### src/rtl/idm_port_arbiter.sv
// ---------------------------------------------------------------------------
// idm_port_arbiter
//
// Shares the single-port instruction/data memory between the fetch unit and
// the load/store unit. One access is in flight at a time and takes three
// cycles: IDLE (request sampled), ACCESS (memory pins driven, read word
// captured on the closing edge), DONE (one-cycle ack to the winner).
//
// Optional build macro:
//   IDM_ARB_ROUND_ROBIN_EN - on a simultaneous request the requester that did
//                            not win last time is granted. Without it data
//                            always beats fetch.
//
// Ports:
//   clock, reset          rising-edge clock, synchronous active-high reset
//   f_req/f_addr          fetch request (held until f_ack) and byte address
//   f_ack/f_rdata         one-cycle ack pulse, fetched word
//   d_req/d_we/d_addr/    data request (held until d_ack), 1 = store,
//   d_wdata               byte address, store data
//   d_ack/d_rdata         one-cycle ack pulse, loaded (or pre-store) word
//   mem_addr/             memory address, write enable and write data;
//   mem_write_enable/     all zero outside the ACCESS cycle
//   mem_write_data
//   mem_read_data         combinational read of mem_addr
//   busy                  high while an access is in ACCESS or DONE
// ---------------------------------------------------------------------------
module idm_port_arbiter #(
    parameter int ADDR_W  = 8,
    parameter int DATA_W  = 16,
    parameter int WDATA_W = 8
) (
    input  logic               clock,
    input  logic               reset,

    input  logic               f_req,
    input  logic [ADDR_W-1:0]  f_addr,
    output logic               f_ack,
    output logic [DATA_W-1:0]  f_rdata,

    input  logic               d_req,
    input  logic               d_we,
    input  logic [ADDR_W-1:0]  d_addr,
    input  logic [WDATA_W-1:0] d_wdata,
    output logic               d_ack,
    output logic [DATA_W-1:0]  d_rdata,

    output logic [ADDR_W-1:0]  mem_addr,
    output logic               mem_write_enable,
    output logic [WDATA_W-1:0] mem_write_data,
    input  logic [DATA_W-1:0]  mem_read_data,

    output logic               busy
);

    typedef enum logic [1:0] {
        S_IDLE   = 2'd0,
        S_ACCESS = 2'd1,
        S_DONE   = 2'd2
    } state_t;

    state_t state, state_nxt;

    // Holding registers for the access in flight.
    logic [ADDR_W-1:0]  held_addr;
    logic               held_we;
    logic [WDATA_W-1:0] held_wdata;
    logic               held_data;        // 1 = data port won, 0 = fetch

    // Winner of the most recent IDLE->ACCESS transition (1 = data).
    logic               last_grant_data;

    logic [DATA_W-1:0]  f_rdata_q;
    logic [DATA_W-1:0]  d_rdata_q;

    logic               any_req;
    logic               grant_data;

    assign any_req = f_req | d_req;

`ifdef IDM_ARB_ROUND_ROBIN_EN
    // Contended: hand the port to whoever did not win last time.
    assign grant_data = d_req & (~f_req | ~last_grant_data);
`else
    // Fixed priority: data always beats fetch.
    assign grant_data = d_req;

    // last_grant is still tracked in this build but nothing consumes it.
    logic unused_last_grant;
    assign unused_last_grant = last_grant_data;
`endif

    // -----------------------------------------------------------------------
    // State register and datapath registers
    // -----------------------------------------------------------------------
    always_ff @(posedge clock) begin
        if (reset) begin
            state           <= S_IDLE;
            held_addr       <= '0;
            held_we         <= 1'b0;
            held_wdata      <= '0;
            held_data       <= 1'b0;
            last_grant_data <= 1'b1;
            f_rdata_q       <= '0;
            d_rdata_q       <= '0;
        end else begin
            state <= state_nxt;

            if (state == S_IDLE && any_req) begin
                held_data       <= grant_data;
                last_grant_data <= grant_data;
                if (grant_data) begin
                    held_addr  <= d_addr;
                    held_we    <= d_we;
                    held_wdata <= d_wdata;
                end else begin
                    held_addr  <= f_addr;
                    held_we    <= 1'b0;
                    held_wdata <= '0;
                end
            end

            // A store also captures: the requester sees the pre-write word.
            if (state == S_ACCESS) begin
                if (held_data)
                    d_rdata_q <= mem_read_data;
                else
                    f_rdata_q <= mem_read_data;
            end
        end
    end

    // -----------------------------------------------------------------------
    // Next state and outputs. Outputs are gated by reset so that a reset in
    // ACCESS never issues a write and a reset in DONE never acks.
    // -----------------------------------------------------------------------
    always_comb begin
        state_nxt        = state;
        mem_addr         = '0;
        mem_write_enable = 1'b0;
        mem_write_data   = '0;
        f_ack            = 1'b0;
        d_ack            = 1'b0;
        busy             = 1'b0;

        case (state)
            S_IDLE: begin
                if (any_req)
                    state_nxt = S_ACCESS;
            end
            S_ACCESS: begin
                state_nxt = S_DONE;
                if (!reset) begin
                    mem_addr         = held_addr;
                    mem_write_enable = held_we;
                    mem_write_data   = held_wdata;
                    busy             = 1'b1;
                end
            end
            S_DONE: begin
                // Requests are deliberately not sampled here; the winner is
                // dropping its req on this edge.
                state_nxt = S_IDLE;
                if (!reset) begin
                    busy  = 1'b1;
                    d_ack = held_data;
                    f_ack = ~held_data;
                end
            end
            default: state_nxt = S_IDLE;
        endcase
    end

    assign f_rdata = f_rdata_q;
    assign d_rdata = d_rdata_q;

endmodule

### config.mk
export PLATFORM = sky130hd
export DESIGN_NAME = idm_port_arbiter
export DESIGN_NICKNAME = d
export VERILOG_FILES = /design/src/rtl/idm_port_arbiter.sv
export SDC_FILE = /design/constraint.sdc
export NUM_CORES = 1
export LEC_CHECK = 0
export BUFFER_PORTS_ARGS = -buffer_cell sky130_fd_sc_hd__buf_2
export CAP_MARGIN = 20
export CORE_UTILIZATION = 37
export CTS_CLUSTER_DIAMETER = 60
export DETAILED_ROUTE_END_ITERATION = 7
export PLACE_DENSITY = 0.74
export REMOVE_ABC_BUFFERS = 1
export SETUP_SLACK_MARGIN = 0.15
export SYNTH_ARGS = -nofsm -noshare
export SYNTH_HDL_FRONTEND = slang
export SYNTH_SLANG_ARGS = --single-unit
### constraint.sdc
create_clock -name clock -period 1.74 [get_ports clock]
set_clock_uncertainty 0.15 [all_clocks]
set_input_delay 0 -clock clock [delete_from_list [all_inputs] [get_ports clock]]
set_output_delay 0 -clock clock [all_outputs]
set_load 0.02 [all_outputs]
## Yosys cells after proc, flatten, opt, wreduce, memory -nomap -nowiden

Cells that the tools add are included.

- Output and inout port bits: 52
- Memories kept: 0
- Input port bits: 45
- Bits in writable memories: 0
- Bits in registers: 52
- Latch bits: 0
- Logic and storage cells: 34
- Memory bits (read-only): 0

- Divide/modulo/power cells: 0
- Magnitude comparators: 0
- Equality and inequality tests: 3
- Mux-type cells: 17
- $add $sub $neg: 0
- Shifts and indexed selects: 0
- Reduce and logical (&&, ||, !) cells: 5
- Bitwise operators: 2
- $mul: 0

Operators by type and width:

| kind | number |
|---|---|
| $mux W8 | 6 |
| $mux W1 | 9 |
| $pmux W2 S2 | 1 |
| $reduce_and A2 Y1 | 2 |
| $eq A2 B1 Y1 const B | 1 |
| $eq A2 B2 Y1 const B | 1 |
| $logic_not A2 Y1 | 1 |
| $mux W2 | 1 |
| $ne A2 B2 Y1 const B | 1 |
| $reduce_or A2 Y1 | 1 |
| $logic_and A1 B1 Y1 | 1 |
| $not A1 Y1 | 1 |
| $or A1 B1 Y1 | 1 |

## Longest topological paths before layout

- Word-level depth: 3
- Depth in mapped cells: 7

## Worst setup path after synthesis

No wires, ideal clock.

- Path kind: register -> register
- Start point: register state[0]
- End point: register held_addr[0]
- Stages on the path, launching flop included: 7
- Arrival: 1202 ps
- Slack: 302 ps
- Clock period less this slack: 1438 ps
- Setup time: 86 ps
- Cell sequence: dfxtp_1 inv_1 ha_1 o21a_1 buf_4 buf_4 a211oi_1

- Word-level cells in the longest chain between the ends: 2

Ends and longest elaborated chain:

| what | RTL line | text |
|---|---|---|
| start: declaration | 61 | `state_t state, state_nxt;` |
| start signal: assignment | 106 | `state <= state_nxt;` |
| $logic_not A2 Y1 | 108 | `if (state == S_IDLE && any_req) begin` |
| $logic_and A1 B1 Y1 | 108 |  |
| end signal: assignment | 112 | `held_addr <= d_addr;` |
| end signal: assignment | 116 | `held_addr <= f_addr;` |
| end: declaration | 64 | `logic [ADDR_W-1:0] held_addr;` |

No other way between the ends.
A chain may end at the register's enable or synchronous reset.

## Worst setup path after layout

- Start point: register state[0]
- End point: register held_addr[7]

Same word-level chain as after synthesis.

==> flow_summary_export.csv <==
group,metric,value,unit
cells_and_area,antenna_cells,0,
global_route,grt_first_pass_wirelength,9580,um
die,die_h,77.2,um
yosys,synth.yosys.warnings,0,
sta,tightestPinTransition,0.522,ns
routing,wirelength,6340,um
sta,min_period_over_period,96.0,%
worst_setup_path,critPathRequiredTime,1.78,ns
global_route,antenna_found_initial,0,
yosys,synthSimpleGateAreaFrac,22.5,%
yosys,synthAdderAreaFrac,2.99,%
global_route,grt_pass1_vias,2104,
pwr,power_frac_comb,25.8,%
die,num_io_pins,97,
clock_tree,clock_latency,0.30,ns
pwr,power_frac_clock,25.5,%
pwr,p_leak,0.00155,uW
routing,vias,2180,
die,die_area,0.00596,mm2
place,dpl_cell_area,0.00261,mm2
worst_setup_path,critical_path.endpoint_type,"flip-flop",
clock_tree,cts_tree,"built",
yosys,synthMuxAreaShare,4.78,%
place,dp_cells,396,
pwr,internal_power,1960,uW
sta,rsz0062_at_grt,"yes",
clock_tree,cts_made_buffers,5,
worst_setup_path,startpoint_type,"flip-flop",
worst_setup_path,critPathKind,"flip-flop to flip-flop",
sta,maxSlewHeadroom,65.2,%
yosys,synth_xor_area_share,0,%
routing,drt_iter0_markers,82,
clock_tree,clockRootBuffer,"clkbuf_8",
sta,hold_viol_final,0,
pwr,power.share.sequential,48.7,%
worst_setup_path,cp.arrival,1.71,ns
clock_tree,clock_sinks,52,
min_path,hp-class,"input port to flip-flop",
sta,drv_slew,0,
cells_and_area,nNetsFinal,429,
yosys,synth_top_family_by_area,"simple AND/OR/NAND/NOR gates",
clock_tree,path_clk_slew,0.09,ns
cells_and_area,fill_cells,442,
sta,finalSetupViolations,0,
cells_and_area,areaGrowthSynthToFinish,61.5,%
pwr,vdd_ir_drop_max,0.334,mV
routing,firstDrtPassIters,4,
pwr,p_total,2780,uW
yosys,netlist-cell-type-count,20,
pwr,switchingPower,825,uW
yosys,synth-compound-area-share,15.0,%
cells_and_area,layout-drive-gt1-share,37.1,%
die,start_util,38.2,%
place,gp_congestion,0.774,
die,die_x,77.2,um
yosys,syn_area_per_cell,8.76,um2
worst_setup_path,critPathMaxFanout,8,
global_route,grt_start_max_net_pins,48,
place,io_buffer_count,96,
place,post-dp-hpwl,3480,um
clock_tree,clockBufferDepth,2,
run_status,status,"completed",
pwr,swShare,29.7,%
yosys,syn_inst,239,
global_route,track_usage,19.8,%
cells_and_area,fin_cells,452,
job,maxCapViolations,0,
yosys,ys_seq_elements,52,
routing,viasPerCell,4.82,
routing,route.detailed.drc,0,
global_route,grt-ovfl-total,0,
pwr,pwr_density_cell,823,mW/mm2
yosys,yosysSeqAreaShare,49.7,%
die,rows,27,
sta,period_needed,1.67,ns
routing,ant_nets,0,
sta,setup_tns,0,ns
clock_tree,htree_levels,2,
sta,holdWs,0.148,ns
yosys,synthesis.area,0.00209,mm2
sta,fmax,599,MHz
die,core_area,0.00547,mm2
cells_and_area,fin_area,0.00338,mm2
routing,avgRoutedWirePerCell,14.0,um
[critical path, stage by stage, from the launching register on]
cell and delay [ns]:
dfxtp_4 0.37, inv_1 0.11, ha_1 0.21, o21a_1 0.22
buf_6 0.16, nor2_1 0.05, a211oi_1 0.30
[flip-flops by register name (all words and copies together), names as in the netlist]
name and flops:
d_rdata 16, held_addr 8, held_wdata 8, held_data 1
held_we 1, state 2, f_rdata 16
[logic make-up (layout without fill, tap and decap cells)]
family	Yosys count	after routing
buf+inv	19	160
flops	52	52
simple gates	102	102
compound gates	51	51
fa+ha+maj	5	5
mux	10	10
[area by class of cell]
type                    count  area [um2]  share of cell area (%)
multi-input cells         168        1020                    30.1
clock buffers               7        86.3                    2.55
repair buffers            150        1120                    33.2
well taps                  72        90.1                    2.66
flip-flops and latches     52        1050                    30.9
clock inverters             1        7.51                   0.222
inverters                   2        10.0                   0.296
[synth_stat cells]
cell / count / area [um2]
buf_4: 5 / 37.5
a22o_1: 9 / 78.8
a211oi_1: 8 / 60.1
mux2i_1: 10 / 100
nor2_1: 10 / 37.5
ha_1: 5 / 62.6
nand2b_1: 1 / 6.26
a21oi_1: 32 / 160
nand2_1: 65 / 244
dfxtp_1: 52 / 1040
and2_1: 17 / 106
o21a_1: 1 / 7.51
nor3b_2: 1 / 12.5
nor3b_1: 1 / 7.51
nor2_4: 1 / 11.3
inv_1: 2 / 7.51
nor2b_1: 3 / 18.8
buf_2: 12 / 60.1
a21o_1: 1 / 7.51
and3b_1: 3 / 26.3
[layout by cell type (no fill, tap or decap), types with 3 or more instances in the layout]
cell / n
clkbuf_8: 6
buf_6: 17
and3b_1: 3
a211oi_1: 7
ha_1: 4
buf_4: 8
buf_2: 81
a22o_1: 9
nand2_1: 65
a21oi_1: 32
dfxtp_1: 50
and2_4: 16
dlygate4sd3_1: 42
mux2i_1: 10
nor2_1: 10
[metrics by stage]
stage	utilization, %	worst slack [ns]
2_1_floorplan	-	0.116
3_3_place_gp	47.7	0.0302
3_5_place_dp	47.7	-0.118
4_1_cts	57.8	0.126
5_1_grt	61.8	-0.0159
6_report	61.8	0.0697
[routing by layer]
metal | wire (um) | global-route usage [%]
met3 | 161 | 2.98
met5 | 0 | 0
met2 | 3380 | 36.4
met4 | 221 | 10.8
met1 | 2570 | 21.6
[repair_timing]
| item | 4_1_cts | 5_1_grt |
|---|---|---|
| resized for setup | 6 | 55 |
| pin swaps | 0 | 12 |
| buffers inserted | 2 | 2 |
| cloned | 0 | 2 |
| hold buffers | 42 | 0 |
| hold endpoints to repair | 51 | 0 |
| setup endpoints to repair | 32 | 25 |
[power by group through the flow]
stage          clock network, uW  registers, uW  logic (uW)
2_1_floorplan                  0           1420         252
3_3_place_gp                   0           1370         523
3_5_place_dp                   0           1370         535
4_1_cts                      723           1340         634
5_1_grt                      767           1370         778
6_report                     709           1350         719
[worst paths after layout]
path | start | end | slack [ns] | cells past startpoint
setup / recovery | state[0] | held_addr[7] | 0.07 | 6
hold reg to reg | d_rdata[9] | d_rdata[9] | 0.30 | 2
hold / removal | reset | state[0] | 0.15 | 3
setup reg to reg | state[0] | held_addr[7] | 0.07 | 6
No activity file was read; power rests on OpenSTA's default activity.
